## src/rtl/mem_access_unit.sv

```systemverilog
// ============================================================================
// mem_access_unit
// MEM-stage unit: resolves branches, drives a data memory over a req/ready
// handshake, stalls the pipeline while an access is outstanding and loads
// the MEM/WB register. A watchdog aborts accesses that never complete.
// Revision: 1.0
// ============================================================================
`default_nettype none

module mem_access_unit #(
   parameter int B       = 32,
   parameter int TIMEOUT = 16
) (
   input  logic         clk,
   input  logic         reset,
   input  logic [B-1:0] add_result_in,
   input  logic [B-1:0] alu_result_in,
   input  logic [B-1:0] r_data2_in,
   input  logic [B-1:0] mux_RegDst_in,
   input  logic         zero_in,
   input  logic         wb_RegWrite_in,
   input  logic         wb_MemtoReg_in,
   input  logic         m_Branch_in,
   input  logic         m_MemRead_in,
   input  logic         m_MemWrite_in,
   output logic         dmem_req,
   output logic         dmem_we,
   output logic [B-1:0] dmem_addr,
   output logic [B-1:0] dmem_wdata,
   input  logic [B-1:0] dmem_rdata,
   input  logic         dmem_ready,
   output logic         pc_src,
   output logic [B-1:0] branch_target,
   output logic         stall,
   output logic         mem_error,
   output logic [B-1:0] read_data_out,
   output logic [B-1:0] alu_result_out,
   output logic [B-1:0] reg_dst_out,
   output logic         wb_RegWrite_out,
   output logic         wb_MemtoReg_out
);

   localparam int            CW         = $clog2(TIMEOUT) + 1;
   localparam logic [CW-1:0] LAST_COUNT = CW'(TIMEOUT - 1);

   typedef enum logic [1:0] {
      IDLE   = 2'd0,
      ACCESS = 2'd1,
      ABORT  = 2'd2
   } state_t;

   state_t        state;
   logic [CW-1:0] count;
   logic          memop;

   assign memop         = m_MemRead_in | m_MemWrite_in;
   assign branch_target = add_result_in;
   // A memory op in the same slot as a branch suppresses the branch.
   assign pc_src        = m_Branch_in & zero_in & (state == IDLE) & ~memop;

   // Stall while a memory op is being launched or is still waiting for ready;
   // held low during reset so the pipeline is released immediately.
   always_comb begin
      stall = 1'b0;
      if (!reset) begin
         case (state)
            IDLE:    stall = memop;
            ACCESS:  stall = ~dmem_ready;
            default: stall = 1'b0;
         endcase
      end
   end

   // Access sequencer: memory handshake, watchdog and MEM/WB register.
   always_ff @(posedge clk or posedge reset) begin
      if (reset) begin
         state           <= IDLE;
         count           <= '0;
         dmem_req        <= 1'b0;
         dmem_we         <= 1'b0;
         dmem_addr       <= '0;
         dmem_wdata      <= '0;
         mem_error       <= 1'b0;
         read_data_out   <= '0;
         alu_result_out  <= '0;
         reg_dst_out     <= '0;
         wb_RegWrite_out <= 1'b0;
         wb_MemtoReg_out <= 1'b0;
      end else begin
         case (state)
            IDLE: begin
               if (memop) begin
                  // Launch the access; write wins when both are requested.
                  state           <= ACCESS;
                  dmem_req        <= 1'b1;
                  dmem_we         <= m_MemWrite_in;
                  dmem_addr       <= alu_result_in;
                  dmem_wdata      <= r_data2_in;
                  count           <= '0;
                  wb_RegWrite_out <= 1'b0;
                  wb_MemtoReg_out <= 1'b0;
               end else begin
                  alu_result_out  <= alu_result_in;
                  reg_dst_out     <= mux_RegDst_in;
                  wb_RegWrite_out <= wb_RegWrite_in;
                  wb_MemtoReg_out <= wb_MemtoReg_in;
               end
            end
            ACCESS: begin
               if (dmem_ready) begin
                  // Completion takes priority over the watchdog.
                  if (!dmem_we) begin
                     read_data_out <= dmem_rdata;
                  end
                  alu_result_out  <= alu_result_in;
                  reg_dst_out     <= mux_RegDst_in;
                  wb_RegWrite_out <= wb_RegWrite_in;
                  wb_MemtoReg_out <= wb_MemtoReg_in;
                  dmem_req        <= 1'b0;
                  dmem_we         <= 1'b0;
                  state           <= IDLE;
               end else if (count == LAST_COUNT) begin
                  dmem_req        <= 1'b0;
                  dmem_we         <= 1'b0;
                  mem_error       <= 1'b1;
                  wb_RegWrite_out <= 1'b0;
                  wb_MemtoReg_out <= 1'b0;
                  state           <= ABORT;
               end else begin
                  count           <= count + 1'b1;
                  wb_RegWrite_out <= 1'b0;
                  wb_MemtoReg_out <= 1'b0;
               end
            end
            ABORT: begin
               // Faulting instruction retires without a register write.
               wb_RegWrite_out <= 1'b0;
               wb_MemtoReg_out <= 1'b0;
               state           <= IDLE;
            end
            default: begin
               state <= IDLE;
            end
         endcase
      end
   end

endmodule

`default_nettype wire

```

## config.mk

```make
export PLATFORM = sky130hd
export DESIGN_NAME = mem_access_unit
export DESIGN_NICKNAME = d
export VERILOG_FILES = /design/src/rtl/mem_access_unit.sv
export SDC_FILE = /design/constraint.sdc
export NUM_CORES = 1
export LEC_CHECK = 0
export CAP_MARGIN = 15
export CORE_AREA = 2 2 144 146
export DETAILED_ROUTE_END_ITERATION = 8
export DIE_AREA = 0 0 146 148
export PLACE_DENSITY = 0.77
export SLEW_MARGIN = 30
export SYNTH_ARGS = -nofsm -noshare
export SYNTH_HDL_FRONTEND = slang
export SYNTH_SLANG_ARGS = --single-unit
```

## constraint.sdc

```tcl
create_clock -name clk -period 5.9 [get_ports clk]
set_clock_uncertainty 0.2 [all_clocks]
set_input_delay 0.59 -clock clk [delete_from_list [all_inputs] [get_ports clk]]
set_output_delay 0.59 -clock clk [all_outputs]
set_load 0.02 [all_outputs]
```

## Word level (Yosys, flattened, before mapping)

Index checks and enable logic that the tools add are counted.

| word-level totals | value |
|---|---|
| register bits | 172 |
| bits in latches | 0 |
| RAM bits | 0 |
| bits in read-only memories | 0 |
| input bits | 169 |
| output and inout port bits | 199 |
| word-level logic and storage cells | 67 |
| memories | 0 |

| cells by class | value |
|---|---|
| $add $sub $neg | 1 |
| multiply operators | 0 |
| divide/modulo/power cells | 0 |
| magnitude comparators | 0 |
| eq/ne operators | 9 |
| shifts and indexed selects | 0 |
| muxes and demuxes | 28 |
| bitwise operators | 7 |
| reduce and logical (&&, ||, !) cells | 10 |

Operators with widths:

| kind | number |
|---|---|
| 32-bit two-way mux | 4 |
| 32-bit one-hot mux with 2 select lines | 2 |
| 5-bit two-way mux | 3 |
| 3-bit AND reduction | 4 |
| 2-bit != test, second input constant | 5 |
| 5-bit one-hot mux with 2 select lines | 1 |
| 1-bit two-way mux | 9 |
| 2-bit two-way mux | 3 |
| 1-bit one-hot mux with 2 select lines | 3 |
| 1-bit one-hot mux with 3 select lines | 2 |
| 5-bit by 1-bit adder with 5-bit output, second input constant | 1 |
| 5-bit by 4-bit == test with 1-bit output, second input constant | 1 |
| 2-bit one-hot mux with 2 select lines | 1 |
| 2-bit AND reduction | 2 |
| 4-bit AND reduction | 1 |
| 1-bit bitwise AND | 3 |
| 3-bit != test, second input constant | 1 |
| 1-bit inverter | 3 |
| 3-bit nonzero test | 1 |
| 2-bit by 1-bit == test with 1-bit output, second input constant | 1 |
| 2-bit == test, second input constant | 1 |
| 2-bit logical NOT | 1 |
| 2-bit nonzero test | 1 |
| 1-bit OR | 1 |

## Logic depth before layout (Yosys ltp)

Gate-level depths: netlist (run 1).

| depth | value |
|---|---|
| depth after elaboration | 4 |
| depth in mapped cells | 7 |

## Least setup slack after synthesis (run 1)

Ideal clock, no wire load.

| timing | value |
|---|---|
| kind | register -> output |
| start | register state[0] |
| end | output pc_src |
| arrival time | 1535 ps |
| data required time | 5110 ps |
| slack | 3575 ps |
| cell stages (with the launch flop) | 5 |
| buffers on the path | 0 |
| cell sequence | dfrtp_1 -> inv_1 -> ha_1 -> nor3b_1 -> and3_1 |

| between the ends | value |
|---|---|
| word-level cells in the longest chain between the ends | 3 |

RTL lines:

| what | line | RTL |
|---|---|---|
| start, declared | 52 | `state_t state;` |
| start signal, assigned | 77 | `state <= IDLE;` |
| start signal, assigned | 94 | `state <= ACCESS;` |
| start signal, assigned | 121 | `state <= IDLE;` |
| 2-bit logical NOT | 59 | `assign pc_src = m_Branch_in & zero_in & (state == IDLE) & ~memop;` |
| 1-bit bitwise AND (2 in series) | 59 |  |
| end, declared | 32 | `output logic pc_src,` |

Every way passes these cells.

## Final worst setup path (run 1)

| timing | value |
|---|---|
| start | input m_MemWrite_in |
| end | register reg_dst_out[11] |

| between the ends | value |
|---|---|
| word-level cells in the longest chain between the ends | 3 |

RTL lines:

| what | line | RTL |
|---|---|---|
| start, declared | 25 | `input logic m_MemWrite_in,` |
| 1-bit OR | 56 | `assign memop = m_MemRead_in \| m_MemWrite_in;` |
| 2-bit != test (no source line) | -- |  |
| 3-bit AND reduction (no source line) | -- |  |
| end signal, assigned | 104 | `reg_dst_out <= mux_RegDst_in;` |
| end signal, assigned | 116 | `reg_dst_out <= mux_RegDst_in;` |
| end, declared | 38 | `output logic [B-1:0] reg_dst_out,` |

Every way passes these cells.
A chain may end at the register's enable or synchronous reset.

==> results of run 1 <==
-- power by group --
| part | total (W) | switching, W | internal, W |
|---|---|---|---|
| combinational | 0.00318 | 0.00148 | 0.00170 |
| clock | 0.00108 | 0.000493 | 0.000584 |
| sequential | 0.00207 | 0.000300 | 0.00177 |
| total | 0.00632 | 0.00227 | 0.00405 |
-- routing by layer --
metal | share of wire (%) | GRT usage (%)
met4 | 2.7 | 6.02
met2 | 51 | 27.2
met1 | 38 | 18.2
met5 | 0 | 0
met3 | 7.9 | 6.17
-- metrics by stage --
step / hold WS [ns] / cells
global placement: 0.248 / 966
global route: 0.299 / 998
detailed placement: 0.251 / 966
CTS: 0.275 / 998
floorplan: 0.256 / 436
finish: 0.266 / 998
-- worst paths after layout --
check	from	to	slack (ns)	depth (start not counted)
max	m_MemWrite_in	reg_dst_out[11]	2.60	5
min	mem_error	mem_error	0.27	1
max reg2reg	state[0]	reg_dst_out[11]	2.66	6
min reg2reg	mem_error	mem_error	0.27	1
max in group asynchronous	reset	alu_result_out[8]	3.79	3
min in group asynchronous	reset	alu_result_out[3]	0.51	2
-- Yosys cell counts, types with 2 or more instances --
cell type / n
inv_1: 5
mux2_1: 5
nor3b_1: 4
dfrtp_1: 172
nand2_1: 2
buf_2: 5
buf_4: 38
clkbuf_1: 5
mux2_2: 156
a21oi_1: 4
nand3_1: 2
or3_1: 2
nor2_1: 2
ha_1: 6
and3_1: 2
nand2b_1: 2
o21ai_0: 4
o21a_1: 2
a22o_1: 2
-- sequential cells by signal (all words and copies together) (netlist names), 2 cells and up --
signal          flops
alu_result_out     32
dmem_addr          32
dmem_wdata         32
read_data_out      32
reg_dst_out        32
count               5
state               2
-- layout make-up --
class | instances | area (sq um) | share of cell area, %
clock buffers | 20 | 467 | 4.44
multi-input cells | 210 | 2190 | 20.9
clock inverters | 12 | 103 | 0.977
well taps | 270 | 338 | 3.22
repair buffers | 309 | 3080 | 29.3
flip-flops and latches | 172 | 4300 | 41.0
inverters | 5 | 23.8 | 0.226
-- worst register-to-register path: stages (launching register included) --
cell,delay (ns)
dfrtp_1,0.39
inv_1,0.07
ha_1,0.30
o21a_2,0.42
nor3_4,0.58
buf_4,0.65
mux2_2,0.50
-- cells by family after synthesis --
kind of cell             count (synthesis)  share of synthesized area, %
AND/OR/NAND/NOR                         21                          2.05
flip-flops                             172                          63.0
buffers and inverters                   54                          5.14
multiplexers                           162                          26.7
adder cells (fa/ha/maj)                  6                          1.10
AO/OA/AOI/OAI                           21                          2.09
==> impl_results.md, run 1 <==
* Yosys reg bits at 172
* Final core occ at a little over half
* Final setup fails at 0
* Vias in the first global route at ~5000
* Most frequent cells in the layout: 303 x clkdlybuf4s50_1, 172 x dfrtp_1, 156 x mux2_2
* Endpoints failing hold at 0
* Period minus WS final at 3.30 ns
* Commonest non-fill, non-tap cell in the layout: clkdlybuf4s50_1
* Number of enable flip-flop cells after synthesis at 0
* Dpl ws at 2.11 ns
* RD Place Congestion at between 0.7 and 0.8
* Crit path largest cell delay at around 0.65 ns
* Max-slew violation count at 0
* Register area share after synthesis at a little over three fifths
* Root buf cell: clkbuf_16
* GRT Total Usage at 15.9%
* Worst skew pair latency at roughly 0.4 ns
* Max-cap viol count at 0
* CTS tree: yes
* DR vias at approximately 4600
* Startpoint Class: primary input
* Status: completed
* Height of the chip at about 150 microns
* Netlist cell types at 35
* Max_slew headroom at 43.0%
* Crit share post-route at ~56%
* Layout cell share with drive strength beyond 1 at about 27%
* Chip width at around 150 microns
* Yosys warnings at 0
* Clk buf depth at 2
* IO buf count at roughly 300
* Avg Inst Size Synth at between 15 and 20 sq um
* Worst IR Drop VDD at ~260 uV
* Final worst setup slack at 2.60 ns
* Post-Route WL at approximately 17 mm
* Layout area overhead at 53.7%
* Largest fanout on the critical path at 54
* DP Area at between 9000 and 10000 sq um
* WP data arrival at ~3.4 ns
* Yosys top cell by area: dfrtp_1
* Critical-path cell list: clkdlybuf4s50_1 > o21a_2 > nor3_4 > buf_4 > mux2_2
* Core region area at 20000 sq um
* Fill cell count at between 1500 and 2000
* RSZ-0062 raised after global routing: false
* Vias per cell at 4.57
* Num CTS Buffers at 17
* Top delay family on crit path: buffers and inverters
* CTS H-tree lvls at 4
* Instance count of the mapped netlist at 436
* Post-CTS setup buffer count at 0
* DR DRC count at 0
* Gr ovfl total at 0
* Pwr dens at 602 nW/um^2
* Initial cell density of the core at between 30 and 40%
* Synth area leaders: dfrtp_1 63%, mux2_2 26%, buf_4 4.2%
* # diodes at 0
* Total power at roughly 0.0063 W
* Slowest CP cell: buf_4
* TritonCTS sink count at between 150 and 200
* Ports at 368
* HP Class: reg2reg
* Detailed Route Iter0 Violations at 113
* Rows at 52
* Die ar. at around 22000 sq um
* Clock-pin slew on the worst setup and hold paths at around 0.070 ns
* WL/cell at between 15 and 20 microns
* Async SR Flop Fraction at 100%
* Critical path buffers and inverters at 2
* First-pass GRT wire length at 27.1 mm
* CP Capture Type: register
* Critical Path RT at ~6 ns
* Final Cell Area at ~11000 sq um
* Maximum number of pins on one net before global-route repair at 81
* Initial antenna violation count at 0
* Lkg Pwr at 4.30 nW
* Hold Buf Count CTS at 0
* Post-route antenna net violation count at 0
* Primary FF master, synth: dfrtp_1
* Synthesized cell area at approximately 7000 sq um
* Crit path kind: in2reg
* Worst Tran Pin Value at between 0.8 and 0.9 ns
* Final nets at 890
* Fmax at just over 300 MHz
* Post-DP HPWL at ~13 mm
* TritonRoute pass-1 iters at 4
* Syn nets at 611
* Post-CTS resize count at 0
* Synth top area share at 63.0%
* Final setup TNS at 0 ns
Power figures use the tool's default switching activity.
==> run 2: changes to the inputs <==
clock period = 3.1 ns   (was 5.9 ns; I/O delays follow)
==> run 2 against run 1 <==
Compared with the run above: sequential share of layout area down 0.46 points; hold slack worse by 0.013 ns; largest cell class unchanged; die area unchanged; highest routed layer unchanged.
==> impl_results.md, run 2 (same netlist as run 1, synthesis figures left out) <==
* Status: completed (unchanged)
* # diodes at 0 (unchanged)
* Post-route antenna net violation count at 0 (unchanged)
* RD Place Congestion at 0.731 (was 0.797)
* Fmax at about 340 MHz
* GRT Total Usage at 16.4% (was 15.9%)
* Final nets at 893 (was 890)
* Detailed Route Iter0 Violations at 234 (was 113)
* Top delay family on crit path: buffers and inverters (unchanged)
* Post-DP HPWL at 12.5 mm (was 12.8 mm)
* HP Class: in2async (was reg2reg)
* CP Capture Type: primary output (was register)
* TritonCTS sink count at 172 (unchanged)
* WL/cell at 17.5 microns (was 17.3 microns)
* Largest fanout on the critical path at 7 (was 54)
* Clk buf depth at 2 (unchanged)
* Post-CTS setup buffer count at 0 (unchanged)
* Layout area overhead at 55.4% (was 53.7%)
* Post-Route WL at 17.5 mm (was 17.3 mm)
* CTS H-tree lvls at 4 (unchanged)
* Rows at 52 (unchanged)
* Final worst setup slack at 0.191 ns (was 2.60 ns)
* Maximum number of pins on one net before global-route repair at 73 (was 81)
* Final setup fails at 0 (unchanged)
* Height of the chip at 148 microns (unchanged)
* Multi-input gate area at 2200 sq um (was 2190 sq um)
* Layout cell share with drive strength beyond 1 at 27.7% (was 27.3%)
* Pwr dens at 1160 nW/um^2 (was 602 nW/um^2)
* TritonRoute pass-1 iters at 4 (unchanged)
* Total power at 0.0123 W (was 0.00632 W)
* Clock-pin slew on the worst setup and hold paths at 0.07 ns (about the same)
* First-pass GRT wire length at 27.5 mm (was 27.1 mm)
* WP data arrival at 2.40 ns (was 3.39 ns)
* Ports at 368 (unchanged)
* Period minus WS final at 2.91 ns
* RSZ-0062 raised after global routing: false (unchanged)
* IO buf count at 303 (unchanged)
* Crit path kind: reg2out (was in2reg)
* Critical-path cell list: inv_1 > ha_1 > nor3b_4 > and3_1 > clkdlybuf4s50_1 (was clkdlybuf4s50_1 > o21a_2 > nor3_4 > buf_4 > mux2_2)
* Dpl ws at 0.307 ns (was 2.11 ns)
* Gr ovfl total at 0 (unchanged)
* Worst skew pair latency at 0.42 ns (was 0.41 ns)
* Vias per cell at 4.57 (about the same)
* Hold Slack at 0.253 ns (was 0.266 ns)
* Startpoint Class: register (was primary input)
* Final setup TNS at 0 ns (unchanged)
* Fill cell count at 1747 (was 1773)
* Worst IR Drop VDD at 474 uV (was 265 uV)
* Core region area at 20000 sq um (unchanged)
* CTS tree: yes (unchanged)
* Slowest CP cell: clkdlybuf4s50_1 (was buf_4)
* Crit share post-route at a little over nine tenths
* Die ar. at 21600 sq um (unchanged)
* Initial antenna violation count at 0 (unchanged)
* Reg area at 4300 sq um (unchanged)
* Num CTS Buffers at 17 (unchanged)
* Vias in the first global route at 5053 (was 4988)
* Max-cap viol count at 0 (unchanged)
* Final core occ at 53.0% (was 52.4%)
* DR vias at 4570 (was 4563)
* Initial cell density of the core at 34.1% (unchanged)
* Endpoints failing hold at 0 (unchanged)
* Lkg Pwr at 4.36 nW (was 4.30 nW)
* Critical path buffers and inverters at 2 (unchanged)
* Chip width at 146 microns (unchanged)
* Root buf cell: clkbuf_16 (unchanged)
* Critical Path RT at 2.59 ns (was 5.99 ns)
* Max-slew violation count at 0 (unchanged)
* DR DRC count at 0 (unchanged)
* Crit path largest cell delay at 0.60 ns (was 0.65 ns)
* Commonest non-fill, non-tap cell in the layout: clkdlybuf4s50_1 (unchanged)
* Most frequent cells in the layout: 303 x clkdlybuf4s50_1, 172 x dfrtp_1, 156 x mux2_2 (unchanged)
* Max_slew headroom at 54.4% (was 43.0%)
* Worst Tran Pin Value at 0.683 ns (was 0.856 ns)
## run 2: changes by cell type in the layout (fill, tap and decap cells not counted), sizes merged
| cell | change |
|---|---|
| bufinv | +4 |
| inv | -2 |
| buf | +3 |
| clkbuf | -3 |
## run 2: power by group
part / leakage [nW] / total (W) / switching, W / internal [W]
logic: 2.03 / 0.00611 / 0.00284 / 0.00328
clock network: 0.296 / 0.00227 / 0.000917 / 0.00135
registers: 2.03 / 0.00392 / 0.000550 / 0.00337
total: 4.36 / 0.0123 / 0.00431 / 0.00800
## run 2: worst paths after layout
kind                            from         endpoint  slack, ns  depth (start not counted)
max                         state[1]           pc_src       0.19                          5
min                            reset    dmem_addr[28]       0.25                          3
max reg2reg                 state[1]  reg_dst_out[27]       0.68                          6
min reg2reg                mem_error        mem_error       0.27                          1
max in group asynchronous      reset  reg_dst_out[24]       2.11                          3
min in group clk           mem_error        mem_error       0.27                          1
## run 2: through the flow
step,std cells,area (sq um)
2_1_floorplan,436,6840
3_3_place_gp,969,10000
3_5_place_dp,969,10000
4_1_cts,1000,10600
5_1_grt,1000,10600
6_report,1000,10600
## run 2: final cells by class
class                      instances  share of cell area, %
clock buffer                      17                   4.00
clock inverter                    14                   1.81
inverter                           5                  0.212
multi-input combinational        210                   20.7
sequential                       172                   40.5
tap                              270                   3.18
timing repair buffer             312                   29.5
## run 2: what timing repair did
action                                  in CTS  in global routing
hold buffers                                 0                  0
endpoints found under the setup margin       1                  1
resized for setup                            1                  1
## run 2: routing by layer
metal	up-vias	share of wire, %	global-route usage (%)
met1	2271	38	18.3
met5	-	0	0
li1	2070	-	-
met4	0	3.0	8.01
met3	53	7.8	5.59
met2	176	51	28.1
## run 2: worst min-delay path: cells and delay by family
family | cells | cell delay [ns]
buffers and inverters | 3 | 0.96
==> run 3: changes to the inputs <==
CORE_AREA = 4 4 142 144   (was 2 2 144 146)
PLACE_DENSITY = 0.8   (was 0.77)
TNS_END_PERCENT = 20   (was default)
==> run 3 against run 2 <==
Compared with the run above: combinational power barely moved; flip-flop and latch count stayed put; via count fell by 0.90%; clock-buffer cell count rose by 1; global-route usage is essentially flat; register-to-register slack improved by 0.06 ns; non-clock buffer count stayed put; clock power decreased by 9.3%; first-iteration DRC count is 58% lower; sequential power is essentially flat; final area down 0.95%; die area did not move; critical endpoint unchanged; largest cell class unchanged.
==> impl_results.md, run 3 (same netlist as run 1, synthesis figures left out) <==
* TritonCTS sink count at 172 (unchanged)
* Detailed Route Iter0 Violations at 99 (was 234)
* IO buf count at 303 (unchanged)
* Crit path kind: reg2out (unchanged)
* HP Class: in2async (unchanged)
* Die ar. at 21600 sq um (unchanged)
* Clk buf depth at 2 (unchanged)
* Chip width at 146 microns (unchanged)
* Critical Path RT at 2.59 ns (about the same)
* Pwr dens at 1150 nW/um^2 (was 1160 nW/um^2)
* Final setup fails at 0 (unchanged)
* Post-Route WL at 17.7 mm (was 17.5 mm)
* Clock-pin slew on the worst setup and hold paths at 0.07 ns (about the same)
* Top Layer Used: met4 (unchanged)
* Gr ovfl total at 0 (unchanged)
* Metal2 WL at 9.25 mm (was 8.98 mm)
* R2R Path End: reg_dst_out[11] (was reg_dst_out[27])
* Num CTS Buffers at 17 (unchanged)
* Max_slew headroom at 59.2% (was 54.4%)
* Max-cap viol count at 0 (unchanged)
* Post-route antenna net violation count at 0 (unchanged)
* Final nets at 893 (unchanged)
* # diodes at 0 (unchanged)
* Initial cell density of the core at 36.5% (was 34.1%)
* Worst R2R Setup Slack at 0.74 ns (was 0.68 ns)
* Most frequent cells in the layout: 303 x clkdlybuf4s50_1, 172 x dfrtp_1, 156 x mux2_2 (unchanged)
* Root buf cell: clkbuf_16 (unchanged)
* Worst Tran Pin Value at 0.610 ns (was 0.683 ns)
* Post-CTS resize count at 0 (was 1)
* WP data arrival at 2.41 ns (was 2.40 ns)
* Top delay family on crit path: buffers and inverters (unchanged)
* RSZ-0062 raised after global routing: false (unchanged)
* DR vias at 4529 (was 4570)
* Commonest non-fill, non-tap cell in the layout: clkdlybuf4s50_1 (unchanged)
* Layout area overhead at 53.9% (was 55.4%)
* Layout cell share with drive strength beyond 1 at 27.5% (was 27.7%)
* Hold Slack at 0.0782 ns (was 0.253 ns)
* Endpoints failing hold at 0 (unchanged)
* Core region area at 18700 sq um (was 20000 sq um)
* Slowest CP cell: clkdlybuf4s50_1 (unchanged)
* Critical-path cell list: inv_1 > ha_1 > nor3b_1 > buf_4 > and3_1 > clkdlybuf4s50_1 (was inv_1 > ha_1 > nor3b_4 > and3_1 > clkdlybuf4s50_1)
* Maximum number of pins on one net before global-route repair at 77 (was 73)
* Total power at 0.0121 W (was 0.0123 W)
* Worst IR Drop VDD at 587 uV (was 474 uV)
* Height of the chip at 148 microns (unchanged)
* Met1 wire length at 6.55 mm (was 6.60 mm)
* Vias per cell at 4.69 (was 4.57)
* Rows at 50 (was 52)
* Critical path buffers and inverters at 3 (was 2)
* WL/cell at 18.3 microns (was 17.5 microns)
* CTS tree: yes (unchanged)
* Hold Buf Count CTS at 0 (unchanged)
* Wire length on met3 at 1.54 mm (was 1.36 mm)
* Crit path depth at 6 (was 5)
* Vias in the first global route at 5107 (was 5053)
* Ports at 368 (unchanged)
* Worst flop-to-flop path startpoint: state[1] (unchanged)
* Initial antenna violation count at 0 (unchanged)
* Post-CTS setup buffer count at 0 (unchanged)
* DR DRC count at 0 (unchanged)
* TritonRoute pass-1 iters at 4 (unchanged)
* Status: completed (unchanged)
* Worst r2r path cells at 6 (unchanged)
* Lkg Pwr at 4.33 nW (was 4.36 nW)
* Startpoint Class: register (unchanged)
* Max-slew violation count at 0 (unchanged)
* Crit share post-route at 94.3% (was 93.8%)
* Largest fanout on the critical path at 8 (was 7)
* Fmax at 342 MHz (was 344 MHz)
* RD Place Congestion at 0.770 (was 0.731)
* Crit path largest cell delay at 0.60 ns (about the same)
* Post-DP HPWL at 13.3 mm (was 12.5 mm)
* CTS H-tree lvls at 4 (unchanged)
* CP Capture Type: primary output (unchanged)
* First-pass GRT wire length at 28.1 mm (was 27.5 mm)
* Worst skew pair latency at 0.42 ns (about the same)
* Final setup TNS at 0 ns (unchanged)
* Period minus WS final at 2.92 ns (was 2.91 ns)
* GRT Total Usage at 16.4% (about the same)
[run 3: changes by cell type in the layout (fill, tap and decap cells not counted), moves of 2 or more]
cell and change:
bufinv_16 -4, clkinv_4 +3, clkinv_2 -2, clkinv_8 +2
inv_8 +2
[run 3: per-stage QoR]
| stage | area (sq um) | utilization [%] | cells | setup slack [ns] |
|---|---|---|---|---|
| 3_5_place_dp | 9950 | 53.2 | 933 | 0.575 |
| 5_1_grt | 10500 | 56.3 | 965 | 0.0252 |
| 2_1_floorplan | 6840 | - | 436 | 0.393 |
| 3_3_place_gp | 9950 | 53.2 | 933 | 0.573 |
| 6_report | 10500 | 56.3 | 965 | 0.175 |
| 4_1_cts | 10500 | 56.3 | 965 | 0.140 |
[run 3: worst max-delay path by stage]
stage / startpoint / end / slack (ns)
floorplan: reset / alu_result_out[0] / 0.39
global placement: m_MemWrite_in / pc_src / 0.57
detailed placement: m_MemWrite_in / pc_src / 0.57
CTS: state[0] / pc_src / 0.14
global route: state[0] / pc_src / 0.03
finish: state[0] / pc_src / 0.18
[run 3: layer usage]
metal / vias up / track usage [%]
met3: 28 / 6.96
met1: 2232 / 17.7
met4: 0 / 5.93
met5: - / 0.455
li1: 2069 / -
met2: 200 / 28.9
[run 3: final cells by class]
type                            count  area (sq um)
Clock buffer                       18           439
Fill cell                        1521          8180
Timing Repair Buffer              312          3140
Sequential cell                   172          4300
Inverter                            5          22.5
Clock inverter                     14           135
Tap cell                          234           293
Multi-Input combinational cell    210          2190
[run 3: power breakdown]
group | leakage [nW] | total (W) | switching, W | internal, W
Clock | 0.273 | 0.00206 | 0.000979 | 0.00108
Sequential | 2.03 | 0.00393 | 0.000559 | 0.00337
Combinational | 2.03 | 0.00611 | 0.00284 | 0.00327
